`src/rtl/tail_input_conditioner.sv`:
```
// tail_input_conditioner: synchronize/debounce turn switches, pace steps with tick, tick-aligned requests
// Define TAIL_HAZARD_EN to add a debounced hazard channel that forces both requests high.

module tail_debounce #(
    parameter int DB_COUNT = 50000
) (
    input  logic clk,
    input  logic reset_n,
    input  logic raw,
    output logic st
);
    localparam int DW = $clog2(DB_COUNT + 1);
    logic [1:0]    sync;
    logic [DW-1:0] dc;
    logic          diff;
    assign diff = sync[1] != st;
    always_ff @(posedge clk or negedge reset_n) begin
        if (!reset_n) begin
            sync <= '0;
            dc   <= '0;
            st   <= 1'b0;
        end else begin
            sync <= {sync[0], raw};
            if (diff && dc == DW'(DB_COUNT - 1)) begin
                st <= sync[1];
                dc <= '0;
            end else begin
                dc <= diff ? dc + DW'(1) : '0;
            end
        end
    end
endmodule

module tail_input_conditioner #(
    parameter int DB_COUNT = 50000,
    parameter int TICK_DIV = 12500000
) (
    input  logic clk,
    input  logic reset_n,
    input  logic left_raw,
    input  logic right_raw,
    input  logic hazard_raw,
    output logic left,
    output logic right,
    output logic tick,
    output logic left_db,
    output logic right_db
);
    localparam int PW = $clog2(TICK_DIV);
    logic          st_left, st_right, st_hazard;
    logic [PW-1:0] pc;

    tail_debounce #(.DB_COUNT(DB_COUNT)) u_left (
        .clk(clk), .reset_n(reset_n), .raw(left_raw), .st(st_left)
    );
    tail_debounce #(.DB_COUNT(DB_COUNT)) u_right (
        .clk(clk), .reset_n(reset_n), .raw(right_raw), .st(st_right)
    );
`ifdef TAIL_HAZARD_EN
    tail_debounce #(.DB_COUNT(DB_COUNT)) u_hazard (
        .clk(clk), .reset_n(reset_n), .raw(hazard_raw), .st(st_hazard)
    );
`else
    logic unused_hazard;
    assign unused_hazard = hazard_raw;
    assign st_hazard     = 1'b0;
`endif

    assign tick     = pc == PW'(TICK_DIV - 1);
    assign left_db  = st_left;
    assign right_db = st_right;

    // Requests only move on tick so the FSM sees levels stable across each step.
    always_ff @(posedge clk or negedge reset_n) begin
        if (!reset_n) begin
            pc    <= '0;
            left  <= 1'b0;
            right <= 1'b0;
        end else begin
            pc <= tick ? '0 : pc + PW'(1);
            if (tick) begin
                left  <= st_left | st_hazard;
                right <= st_right | st_hazard;
            end
        end
    end
endmodule

```
`config.mk`:
```
export PLATFORM = sky130hd
export DESIGN_NAME = tail_input_conditioner
export DESIGN_NICKNAME = d
export VERILOG_FILES = /design/src/rtl/tail_input_conditioner.sv
export SDC_FILE = /design/constraint.sdc
export NUM_CORES = 1
export LEC_CHECK = 0
export ABC_AREA = 1
export BUFFER_PORTS_ARGS = -buffer_cell sky130_fd_sc_hd__clkbuf_2
export CELL_PAD_IN_SITES_DETAIL_PLACEMENT = 2
export CELL_PAD_IN_SITES_GLOBAL_PLACEMENT = 2
export CORE_ASPECT_RATIO = 0.7
export CORE_UTILIZATION = 41
export CTS_BUF_LIST = sky130_fd_sc_hd__clkbuf_4 sky130_fd_sc_hd__clkbuf_8
export DETAILED_ROUTE_END_ITERATION = 12
export PLACE_DENSITY_LB_ADDON = 0.1
export SLEW_MARGIN = 25
export SYNTH_ARGS = -nofsm -noshare
export SYNTH_HDL_FRONTEND = slang
export SYNTH_SLANG_ARGS = --single-unit
```
`constraint.sdc`:
```
create_clock -name clk -period 2.21 [get_ports clk]
set_input_delay 0.221 -clock clk [delete_from_list [all_inputs] [get_ports clk]]
set_output_delay 0.221 -clock clk [all_outputs]
set_load 0.1 [all_outputs]
```
==> summary.txt, run 1 <==
Synth
  – Syn nets: 484
  – Fraction of registers with async set/reset: 100%
  – FF+latch count, synth: 64
  – Synth area leaders: dfrtp_1, nand2_1, nor2_1
  – Synth warn: 0
  – Cells after Synth: 476
  – Syn avg cell area: 7.50 µm²
  – Ys flop type: dfrtp_1
  – Synth unique cells: 28
  – Yosys top cell area share: 44.9%
  – Post-synth EDFFs: 0
  – Post-Syn Area: 3570 µm²
  – Sequential area share after synthesis: about 45%
  – Synth area leader: dfrtp_1

Timing
  – Skew final: 8.51 ps
  – Min Tclk post-route: 2050 ps
  – Final Max Tran Viols: 0
  – Final Hold Viols: 0
  – Final period util: 92.9%
  – Worst-Margin Slew: 601 ps
  – Setup violators final: 0
  – Setup_tns: 0 ps
  – Fmax: ~490 MHz
  – Rel. slew slack: 59.9%
  – RSZ-0062 raised after global routing: no
  – Hold Slack: 374 ps

Min path
  – Hold/Removal Path Class: reg2reg
  – Worst Hold Path Cells: 0

Critical path
  – Crit path top cell by count: nand2_2
  – Slowest CP cell: dfrtp_1
  – Crit path required time: 1990 ps
  – Cell breakdown of the critical path: ha_1, nand2_2, nor2_4, nand3_2, clkinv_1, nand2_2, inv_2, buf_12
  – WP depth: 8
  – Top delay family on crit path: simple AND/OR/NAND/NOR gates
  – Critical Path AT: 1830 ps
  – Max incr delay on CP: around 380 ps
  – Worst setup EP type: primary output
  – Worst setup SP type: flop
  – Crit Path Class: reg2out
  – Crit Path Max Fanout: 6
  – R2r worst-path depth: 7
  – Worst path bufs/invs: 3

Detailed routing
  – WL/cell: 19.5 µm
  – Drt first pass iters: 4
  – Total Routed Length: ~12 mm
  – Initial drt markers: 136
  – Final ANT Viol Nets: 0
  – Via count: 3,226
  – # DRC: 0
  – Vias/cell: 5.17

Layout
  – Most frequent cells in the layout: nand2_1, nor2_1, dfrtp_1, inv_1, nand3_1
  – Diode count: 0
  – Post-route cell area: 4010 µm²
  – P&R area growth vs syn: 12.4%
  – Commonest non-fill, non-tap cell in the layout: nand2_1
  – Layout cells sized above 1: 11.9%
  – Final Net Count: 507

Clock network
  – Num CTS Buffers: 9
  – CTS tree: built
  – Deepest clock path buffer count: 2
  – Post-CTS Setup Inserts: 0
  – CTS HTree Levels: 3
  – Clock-pin slew on the worst setup and hold paths: roughly 70 ps
  – Root buffer cell: clkbuf_8
  – Latest clock arrival within the worst-skew pair: 360 ps
  – Clock sinks: 64
  – Cts hold-fix bufs: 3
  – Gates resized, CTS repair: 0

Place
  – Routability cong.: 0.784
  – Post-DP Area: 3790 µm²
  – # port buffers: 8
  – Final HPWL DP: 8.26 mm

GRT
  – GRT Overall Usage: just under 30%
  – GRT overflow: 0
  – Initial antenna violation count: 0
  – Vias in the first global route: 3,804
  – First-pass GRT wire length: 20.0 mm
  – Largest net degree at the start of global routing: 26

Floorplanning
  – Width of the die: ~110 µm
  – Die outline height: 80.1 µm
  – Core ar.: 8440 µm²
  – Ports: 10
  – Die area: approximately 9000 µm²
  – Starting Density: 42.3%
  – # rows: 28

Pwr
  – Peak VDD IR: roughly 0.38 mV
  – Cell area power density: between 500 and 600 nW/µm²
  – Leakage power: 1.90 nW

Job
  – Max-Cap Viols: 0

Outcome
  – Status: complete, no violations
per-layer routing:
metal / wire (µm) / global-route usage (%) / vias up
li1: - / - / 1506
met4: 367 / 12.6 / 0
met2: 5920 / 49.9 / 49
met1: 5550 / 37.2 / 1643
met5: 0 / 0 / -
met3: 338 / 6.19 / 28
power by group:
group          internal, mW  leakage, nW  switching (mW)
clock network         0.554        0.104           0.509
logic                0.0225        0.931          0.0544
registers              1.18        0.866          0.0134
cells by family after synthesis:
logic type	count (synthesis)	synth area share [%]
buffers and inverters	71	7.78
AND/OR/NAND/NOR	299	37.6
flip-flops	64	44.9
XOR/XNOR	26	6.59
AO/OA/AOI/OAI	13	2.07
adder cells (fa/ha/maj)	3	1.05
state kept, by name (all words and copies together) (netlist names):
name / flops
u_right.dc: 16
u_right.sync: 2
u_left.dc: 16
left: 1
u_right.st: 1
pc: 24
u_left.st: 1
u_left.sync: 2
right: 1
Yosys cell counts (4+ instances only):
cell type and count:
xor2_1 19, nand2_1 115, nand4_1 14, inv_2 4, nor2_2 6, inv_1 63
nand2_2 8, a21oi_1 7, nor2_1 98, nand3_1 37, xnor2_1 6, dfrtp_1 64
nor2_4 6
stage by stage:
stage	power, mW	setup slack (ps)	std cells	utilization [%]
floorplan	1.24	286	476	-
global placement	1.29	598	605	44.9
detailed placement	1.29	541	605	44.9
CTS	2.34	146	624	47.5
global route	2.39	34.0	624	47.5
finish	2.34	156	624	47.5
final timing paths:
check / startpoint / end / slack [ps]
min in group asynchronous: reset_n / pc[4] / 400
worst min-delay path: u_left.sync[0] / u_left.sync[1] / 370
max in group asynchronous: reset_n / pc[20] / 1100
worst min register to register: u_left.sync[0] / u_left.sync[1] / 370
worst max register to register: u_left.st / u_left.dc[8] / 470
worst max-delay path: pc[0] / tick / 160
layout make-up:
cell class,count,area (µm²)
Clock buffer,12,146
Clock inverter,4,45.0
Fill cell,971,4430
Inverter,69,259
Multi-Input combinational cell,341,1690
Sequential cell,64,1600
Tap cell,120,150
Timing Repair Buffer,14,120
No activity file was read; power rests on OpenSTA's default activity.
==> run 2, diff against run 1 <==
--- a/config.mk
+++ b/config.mk
@@ -7,4 +7,4 @@
 export LEC_CHECK = 0
-export ABC_AREA = 1
 export BUFFER_PORTS_ARGS = -buffer_cell sky130_fd_sc_hd__clkbuf_2
+export CAP_MARGIN = 20
 export CELL_PAD_IN_SITES_DETAIL_PLACEMENT = 2
@@ -12,3 +12,3 @@
 export CORE_ASPECT_RATIO = 0.7
-export CORE_UTILIZATION = 41
+export CORE_UTILIZATION = 46
 export CTS_BUF_LIST = sky130_fd_sc_hd__clkbuf_4 sky130_fd_sc_hd__clkbuf_8
==> constraint.sdc (replaced) <==
create_clock -name clk -period 2.21 [get_ports clk]
set_input_delay 0.1105 -clock clk [delete_from_list [all_inputs] [get_ports clk]]
set_output_delay 0.1105 -clock clk [all_outputs]
set_load 0.1 [all_outputs]
==> run 2 against run 1 <==
Compared with the run above: core utilization grew 7.5 points; sequential share of layout area increased by 6.0 points; critical path depth decreased by 4; first-iteration DRC count is 54% lower; via count shrank 23%; synthesized area shrank 14%; die area is 23% lower; critical path type is now reg2reg; largest cell class is now flip-flops and latches; highest routed layer unchanged.
==> summary.txt, run 2 <==
Pwr
  – Leakage power: 1.46 nW
  – Peak VDD IR: 0.439 mV
  – Cell area power density: 634 nW/µm²

Clock network
  – CTS tree: built
  – Latest clock arrival within the worst-skew pair: 360 ps
  – Root buffer cell: clkbuf_8
  – Num CTS Buffers: 9
  – Clock-pin slew on the worst setup and hold paths: 90 ps
  – Clock sinks: 64
  – Deepest clock path buffer count: 2
  – CTS HTree Levels: 3

Critical path
  – Crit path top cell by count: or3_1
  – Worst setup EP type: flop
  – Worst setup SP type: flop
  – Critical Path AT: ~2400 ps
  – Cell breakdown of the critical path: nand3_2, or3_1, or3_1, a21oi_1
  – Crit Path Max Fanout: 8
  – Worst flop-to-flop path endpoint: u_left.dc[15]
  – End point of the critical path: u_left.dc[15]
  – Crit path from: u_left.dc[6]
  – Crit path required time: ~2500 ps
  – Slowest CP cell: dfrtp_1
  – Crit Path Class: reg2reg
  – R2r worst-path depth: 4
  – Reg2reg start: u_left.dc[6]
  – Max incr delay on CP: 550 ps
  – Reg2Reg Setup Slack: 110 ps

Min path
  – Hold/Removal Path Class: reg2reg

Synth
  – Fraction of registers with async set/reset: 100%
  – Most frequent cell after synthesis: dfrtp_1
  – Synth warn: 0
  – Yosys top cell area share: 52.1%
  – Ys flop type: dfrtp_1
  – Post-synth top cells: dfrtp_1, nor2_1, xnor2_1
  – Synth area leaders: dfrtp_1, xnor2_1, nor2_1
  – Cells after Synth: 291
  – Syn avg cell area: 10.6 µm²
  – Synth area leader: dfrtp_1
  – Compound-cell area share of the yosys netlist: 5.42%
  – Post-synth EDFFs: 0
  – FF+latch count, synth: 64
  – Synth Area in Simple Gates: 25.7%
  – Largest family of logic cells by synthesized area: simple AND/OR/NAND/NOR gates
  – Synth unique cells: 42
  – Adder-Cell Fraction of Synth Area: 1.22%
  – Post-Synth XOR/XNOR Area: 11.4%
  – Post-Syn Area: around 3000 µm²
  – Syn nets: ~300
  – Sequential area share after synthesis: ~52%
  – Post-synthesis mux area share: under 10%

Detailed routing
  – Initial drt markers: 62
  – Via count: 2,469
  – WL/cell: 23.5 µm
  – Vias/cell: 6.01
  – Final ANT Viol Nets: 0
  – Total Routed Length: 9.68 mm
  – Drt first pass iters: 4
  – # DRC: 0

Layout
  – P&R area growth vs syn: 13.5%
  – Top flop regs: pc: 24 flops, u_left.dc: 16 flops, u_right.dc: 16 flops
  – Diode count: 0
  – Most frequent cells in the layout: dfrtp_1, nor2_1, xnor2_1, nand3_1, xor2_1
  – Layout cells sized above 1: 14.4%
  – Commonest non-fill, non-tap cell in the layout: dfrtp_1
  – Filler instances: 644
  – Max reg flops: 24
  – Final Net Count: between 300 and 400
  – Biggest register: pc
  – Post-route cell area: 3490 µm²

Job
  – Max-Cap Viols: 0

Place
  – Final HPWL DP: between 5 and 6 mm
  – Routability cong.: roughly 0.73
  – Placement Setup Slack: 202 ps
  – # port buffers: 8
  – Post-DP Area: 3260 µm²

Timing
  – Fmax: 476 MHz
  – Final period util: 95.1%
  – Setup violators final: 0
  – Min Tclk post-route: 2100 ps
  – Final Max Tran Viols: 0
  – Final setup margin: about 110 ps
  – Skew final: 15.1 ps
  – Rel. slew slack: roughly 45%
  – Final Hold Viols: 0
  – Worst-Margin Slew: about 830 ps
  – RSZ-0062 raised after global routing: no
  – Setup_tns: 0 ps

GRT
  – GRT Overall Usage: 30.7%
  – Initial antenna violation count: 0
  – Largest net degree at the start of global routing: 65
  – First-pass GRT wire length: 15.6 mm
  – GRT overflow: 0
  – Vias in the first global route: between 2,000 and 3,000

Floorplanning
  – Width of the die: 99.7 µm
  – Ports: 10
  – Core ar.: roughly 6300 µm²
  – Die area: 7020 µm²
  – # rows: 24
  – Die outline height: 70.4 µm
  – Starting Density: 48.5%

Outcome
  – Status: complete, no violations
-- run 2: cell types whose count changed after synthesis, sizes merged, moves of 4 or more --
| cell | previous run | this run |
|---|---|---|
| xor2 | 20 | 15 |
| nand2 | 123 | 12 |
| or3 | 0 | 8 |
| xnor2 | 6 | 25 |
| nor4 | 0 | 8 |
| and3 | 0 | 4 |
| nand3 | 40 | 21 |
| nor2 | 110 | 37 |
| inv | 67 | 11 |
| and4 | 0 | 9 |
| mux2 | 0 | 4 |
-- run 2: what timing repair did --
| action | 4_1_cts | 5_1_grt |
|---|---|---|
| gates resized for setup | 1 | 2 |
| hold endpoints to repair | 66 | 0 |
| setup buffers | 0 | 1 |
| hold buffers | 3 | 0 |
| setup endpoints to repair | 1 | 1 |
| pin swaps | 0 | 1 |
-- run 2: through the flow --
stage | hold slack (ps) | power, mW | cells | util [%]
2_1_floorplan | -185 | 1.24 | 291 | -
3_3_place_gp | 222 | 1.27 | 391 | 51.4
3_5_place_dp | 220 | 1.28 | 391 | 51.4
4_1_cts | 365 | 2.23 | 410 | 54.8
5_1_grt | 368 | 2.27 | 411 | 55.0
6_report | 362 | 2.21 | 411 | 55.0
-- run 2: worst min-delay path by stage --
stage | start | end | slack (ps) | cells past startpoint
2_1_floorplan | reset_n | left | -190 | 0
3_3_place_gp | left_raw | u_left.sync[0] | 220 | 1
3_5_place_dp | right_raw | u_right.sync[0] | 220 | 1
4_1_cts | u_left.sync[0] | u_left.sync[1] | 360 | 0
5_1_grt | u_right.sync[0] | u_right.sync[1] | 370 | 0
6_report | u_left.sync[0] | u_left.sync[1] | 360 | 0
-- run 2: per-layer routing --
layer	track usage [%]	part of all wire, %	vias to the layer above
met1	37.6	45	1308
li1	-	-	1079
met4	12.4	2.7	0
met3	6.21	2.7	21
met2	52.8	50	61
met5	0	0	-
-- run 2: final cells by class --
cell class                      instances  area [µm²]  area share (%)
Multi-Input combinational cell        211        1410            40.4
Clock buffer                            9         124            3.55
Inverter                               11        41.3            1.18
Clock inverter                          7        57.6            1.65
Tap cell                               91         114            3.27
Sequential cell                        64        1600            45.9
Timing Repair Buffer                   18         141            4.05
-- run 2: critical path, delay by kind of cell, from the launching register on --
kind / cells / cell delay, ps
DFF: 1 / 550
and+or+nand+nor: 3 / 1170
AOI/OAI and AO/OA: 1 / 280
-- run 2: cell families (layout without fill, tap and decap cells) --
kind of cell,after synthesis,after routing
and+or+nand+nor,139,139
buffers and inverters,16,45
adders and majority gates,3,3
xor gates and xnor gates,40,40
muxes,5,5
DFF,64,64
AOI/OAI and AO/OA,24,24
-- run 2: report_power, final --
| part | switching [mW] | leakage (nW) | total (mW) | internal, mW |
|---|---|---|---|---|
| sequential | 0.0136 | 0.866 | 1.20 | 1.18 |
| clock | 0.532 | 0.0820 | 0.948 | 0.416 |
| combinational | 0.0463 | 0.511 | 0.0670 | 0.0207 |
